## src/rtl/sc_stream_to_binary.sv

```systemverilog
// sc_stream_to_binary: converts NUM_STREAMS parallel stochastic bitstreams
// into binary values by counting '1' bits over a window of STREAM_LENGTH
// valid samples, then holds the results until the consumer accepts them.
//
// Optional feature: define SC_BIPOLAR_EN to emit bipolar results
// (2*count - STREAM_LENGTH, two's complement) instead of the plain count.
// Port widths and timing are the same in both builds.
//
// state | meaning
// ------+---------------------------------------------------------------
// IDLE  | waiting for start; counters hold their last values
// COUNT | accumulating valid samples until STREAM_LENGTH have been seen
// DONE  | results valid and frozen until outReady
module sc_stream_to_binary #(
  parameter  int NUM_STREAMS   = 16,
  parameter  int STREAM_LENGTH = 256,
  localparam int COUNT_WIDTH   = $clog2(STREAM_LENGTH + 1),
  localparam int OUT_WIDTH     = COUNT_WIDTH + 1
) (
  input  logic                           clk,
  input  logic                           rst,
  input  logic                           start,
  input  logic [NUM_STREAMS-1:0]         inputStreams,
  input  logic                           inValid,
  output logic                           busy,
  output logic [NUM_STREAMS*OUT_WIDTH-1:0] results,
  output logic                           outValid,
  input  logic                           outReady
);

  typedef enum logic [1:0] {
    IDLE  = 2'd0,
    COUNT = 2'd1,
    DONE  = 2'd2
  } state_t;

  localparam logic [COUNT_WIDTH-1:0] LAST_SAMPLE = COUNT_WIDTH'(STREAM_LENGTH - 1);

  state_t                         state_q, state_d;
  logic [COUNT_WIDTH-1:0]         cnt_q [NUM_STREAMS];
  logic [COUNT_WIDTH-1:0]         cnt_d [NUM_STREAMS];
  logic [COUNT_WIDTH-1:0]         samp_q, samp_d;
  logic [NUM_STREAMS*OUT_WIDTH-1:0] res_q, res_d;
  logic                           clear, accum, load;

  // Result encoding applied to a finished count.
  function automatic logic [OUT_WIDTH-1:0] encode(input logic [COUNT_WIDTH-1:0] c);
`ifdef SC_BIPOLAR_EN
    // 2*c never overflows OUT_WIDTH because STREAM_LENGTH < 2**COUNT_WIDTH.
    return {c, 1'b0} - OUT_WIDTH'(STREAM_LENGTH);
`else
    return {1'b0, c};
`endif
  endfunction

  // Next-state logic and datapath control strobes.
  always_comb begin
    state_d = state_q;
    clear   = 1'b0;
    accum   = 1'b0;
    load    = 1'b0;
    case (state_q)
      IDLE: begin
        if (start) begin
          clear   = 1'b1;
          state_d = COUNT;
        end
      end
      COUNT: begin
        if (inValid) begin
          accum = 1'b1;
          if (samp_q == LAST_SAMPLE) begin
            load    = 1'b1;
            state_d = DONE;
          end
        end
      end
      DONE: begin
        if (outReady) begin
          if (start) begin
            clear   = 1'b1;
            state_d = COUNT;
          end else begin
            state_d = IDLE;
          end
        end
      end
      default: state_d = IDLE;
    endcase
  end

  // Counter update and result capture on the final sample.
  always_comb begin
    samp_d = samp_q;
    for (int k = 0; k < NUM_STREAMS; k++) cnt_d[k] = cnt_q[k];
    if (clear) begin
      samp_d = '0;
      for (int k = 0; k < NUM_STREAMS; k++) cnt_d[k] = '0;
    end else if (accum) begin
      samp_d = samp_q + 1'b1;
      for (int k = 0; k < NUM_STREAMS; k++)
        cnt_d[k] = cnt_q[k] + {{(COUNT_WIDTH-1){1'b0}}, inputStreams[k]};
    end
    // Results are registered from the post-update counts so they are frozen
    // for the whole DONE period and read as zero straight after reset.
    res_d = res_q;
    if (load) begin
      for (int k = 0; k < NUM_STREAMS; k++)
        res_d[k*OUT_WIDTH +: OUT_WIDTH] = encode(cnt_d[k]);
    end
  end

  // State, counters and result register; synchronous reset wins over all inputs.
  always_ff @(posedge clk) begin
    if (rst) begin
      state_q <= IDLE;
      samp_q  <= '0;
      res_q   <= '0;
      for (int k = 0; k < NUM_STREAMS; k++) cnt_q[k] <= '0;
    end else begin
      state_q <= state_d;
      samp_q  <= samp_d;
      res_q   <= res_d;
      for (int k = 0; k < NUM_STREAMS; k++) cnt_q[k] <= cnt_d[k];
    end
  end

  assign busy     = (state_q == COUNT);
  assign outValid = (state_q == DONE);
  assign results  = res_q;

endmodule

```

## config.mk

```make
export PLATFORM = sky130hd
export DESIGN_NAME = sc_stream_to_binary
export DESIGN_NICKNAME = d
export VERILOG_FILES = /design/src/rtl/sc_stream_to_binary.sv
export SDC_FILE = /design/constraint.sdc
export NUM_CORES = 1
export LEC_CHECK = 0
export CAP_MARGIN = 20
export CORE_MARGIN = 2
export CORE_UTILIZATION = 31
export DETAILED_ROUTE_END_ITERATION = 8
export GPL_ROUTABILITY_DRIVEN = 0
export GPL_TIMING_DRIVEN = 0
export REMOVE_ABC_BUFFERS = 1
export SYNTH_ARGS = -nofsm -noshare
export SYNTH_HDL_FRONTEND = slang
export SYNTH_SLANG_ARGS = --single-unit
```

## constraint.sdc

```tcl
create_clock -name clk -period 2.4 [get_ports clk]
set_input_delay 0.24 -clock clk [delete_from_list [all_inputs] [get_ports clk]]
set_output_delay 0.24 -clock clk [all_outputs]
set_load 0.05 [all_outputs]
```

==> impl_metrics.json <==
{
  "outcome": "finished clean",
  "worst_pin_slew_ns": 1.11,
  "syn_area_um2": 11700,
  "nFillCells": 3723,
  "setup_viol": 0,
  "final_max_slew_viol_count": 0,
  "reg2reg_depth": 9,
  "holdWs_ns": 0.334,
  "route.detailed.drc": 0,
  "utilization_pct": 40.7,
  "async_reset_ff_share_pct": 0,
  "synthFlopType": "dfxtp_1",
  "yosysUniqueCellTypes": 38,
  "cts_buffers": 35,
  "ys_seq_area_share_pct": 51.2,
  "worst_slack_ns": 0.193,
  "place.port_buffers": 166,
  "arrival_ns": 2.65,
  "start_kind": "flip-flop",
  "die_w_um": 198,
  "end_kind": "flip-flop",
  "clock_skew_ns": 0.0119,
  "tns_ns": 0,
  "num_vias": 9390,
  "synthTopCellsByArea": "dfxtp_1 51%, a21oi_1 6.2%, xor2_1 5.5%, nor2_1 4.6%, nand2_1 4.6%",
  "cap_violations": 0,
  "fp-row-count": 71,
  "synth_edf_count": 0,
  "drive_gt1_share_pct": 7.72,
  "insertion_delay_ns": 0.52,
  "numClockSinks": 299,
  "finalPower_mw": 10.9,
  "leakage_nw": 5.35,
  "dpl.hpwl_mm": 17.9,
  "relSlewSlack_pct": 26.0,
  "grt_pass1_wl_mm": 51.4,
  "die_h_um": 198,
  "syn_avg_cell_area_um2": 9.12,
  "clk_pin_slew_ns": 0.06,
  "start_util_pct": 31.3,
  "min_path_cells": 2,
  "antenna_left": 0,
  "irDropWorstVdd_v": 0.000405,
  "initialDrtViolationCount": 412,
  "period_minus_slack_ns": 2.21,
  "hold_buffers": 0,
  "synth_warnings": 0,
  "fmax_ghz": 0.453,
  "grt_pass1_vias": 9205,
  "io_pins": 183,
  "postSynthCellCount": 1282,
  "path_max_fanout": 16,
  "synth_top_area_share_pct": 51.2,
  "cts_tree": "done",
  "wire_per_inst_um": 17.2,
  "hp-class": "input pin to flip-flop",
  "layout.nets": 1482,
  "power.density_nw_per_um2": 714,
  "place_worst_setup_slack_ns": -1.47,
  "synth_area_leader_cell": "dfxtp_1",
  "multi_input_area_um2": 5290,
  "grt_usage_pct": 16.9,
  "regArea_um2": 5990,
  "antenna_found_initial": 3,
  "h-tree-depth": 2,
  "core_um2": 37400,
  "grt_max_degree": 103,
  "dieArea_um2": 39300,
  "rsz0062_at_grt": "false",
  "min_period_over_period_pct": 91.9,
  "grt.overflow.total": 0,
  "worstSetupPathType": "flip-flop to flip-flop",
  "syn_to_final_growth_pct": 30.2,
  "first_pass_iters": 5,
  "hold_viol_final": 0,
  "required_ns": 2.84,
  "clock_path_buffers": 3,
  "root_buffer": "clkbuf_16",
  "avgViaCountPerCell": 4.78,
  "synth-seq-cells": 299,
  "wirelength_mm": 33.8
}
==> repair_timing <==
action	in CTS	in global routing
endpoints found under the setup margin	221	76
buffers inserted	7	1
pin swaps	5	0
gates resized for setup	11	2
endpoints found under the hold margin	0	0
gates cloned	9	3
==> placed cells by master (no fill, tap or decap), drive strengths merged, types with 4 or more instances in the layout <==
| master | n |
|---|---|
| nand2 | 144 |
| nor2 | 147 |
| nand3 | 20 |
| inv | 13 |
| clkinv | 4 |
| o21ai | 95 |
| clkbuf | 54 |
| xor2 | 74 |
| and3 | 26 |
| xnor2 | 45 |
| conb | 16 |
| a21oi | 144 |
| nor3 | 23 |
| nor4 | 13 |
| buf | 16 |
| o2bb2ai | 27 |
| dfxtp | 299 |
| ha | 34 |
| nand4 | 50 |
| o211ai | 24 |
| clkdlybuf4s50 | 162 |
==> sequential cells by signal, summed over array words and instances, names as in the netlist <==
name / flops
cnt_q: 144
results: 144
samp_q: 9
state_q: 2
==> power by group <==
part           total [mW]  leakage, nW  internal [mW]  switching [mW]
Clock                5.45        0.579           3.36            2.09
Sequential           4.99         2.41           4.98          0.0137
Combinational       0.432         2.36         0.0943           0.338
==> worst max-delay path, cell delays in order (launching register included) <==
cell and delay (ns):
dfxtp_2 0.34, ha_2 0.21, nand2_1 0.07, nor3_1 0.05
ha_2 0.19, and3_4 0.20, buf_16 0.17, buf_16 0.18
nor2_4 0.53, o2bb2ai_1 0.17
==> synthesized netlist by cell type (2+ instances only) <==
library cell	instances
nand2_1	143
buf_6	2
a21oi_1	144
nand3_1	18
nor3_2	10
xor2_1	74
and3_1	24
buf_4	26
nor4_2	3
nor2_1	144
xnor2_1	45
ha_1	34
buf_2	47
inv_1	11
o21ai_0	93
o2bb2ai_1	27
buf_1	3
nand4b_1	2
dfxtp_1	299
nor4_1	10
o211ai_1	24
clkbuf_1	22
nor3_1	13
nand4_1	50
==> metal layers <==
metal  up-vias  global-route usage (%)  share of wire, %
met2       191                    28.6                48
li1       4681                       -                 -
met3        45                    4.05               4.7
met1      4471                    21.5                46
met4         2                    4.32               1.9
met5         -                       0             0.038
==> through the flow <==
| stage | area, um^2 | std cells |
|---|---|---|
| floorplan | 11200 | 1197 |
| global placement | 13500 | 1874 |
| detailed placement | 13700 | 1881 |
| CTS | 15200 | 1958 |
| global route | 15200 | 1962 |
| finish | 15200 | 1963 |
==> path summary, 6_finish.rpt <==
check	from	slack [ns]	endpoint
max reg2reg	samp_q[0]	0.19	results[52]
max	samp_q[0]	0.19	results[52]
min reg2reg	results[141]	0.45	results[141]
min	rst	0.33	state_q[0]
==> cell families (layout without fill, tap and decap cells) <==
kind of cell	count (synthesis)	in the layout	share of synthesized area [%]
AOI/OAI and AO/OA	291	292	14.0
buffers and inverters	112	259	5.06
DFF	299	299	51.2
and+or+nand+nor	426	432	17.2
other	1	17	0.0321
adders and majority gates	34	34	3.64
xor gates and xnor gates	119	119	8.91
==> area by class of cell <==
cell class | instances | area share (%)
diodes | 1 | 0.0164
clock buffers | 52 | 6.91
clock inverters | 9 | 0.854
inverters | 12 | 0.312
multi-input cells | 893 | 34.7
flip-flops and latches | 299 | 39.3
well taps | 511 | 4.20
repair buffers | 186 | 13.6
Power figures use the tool's default switching activity.
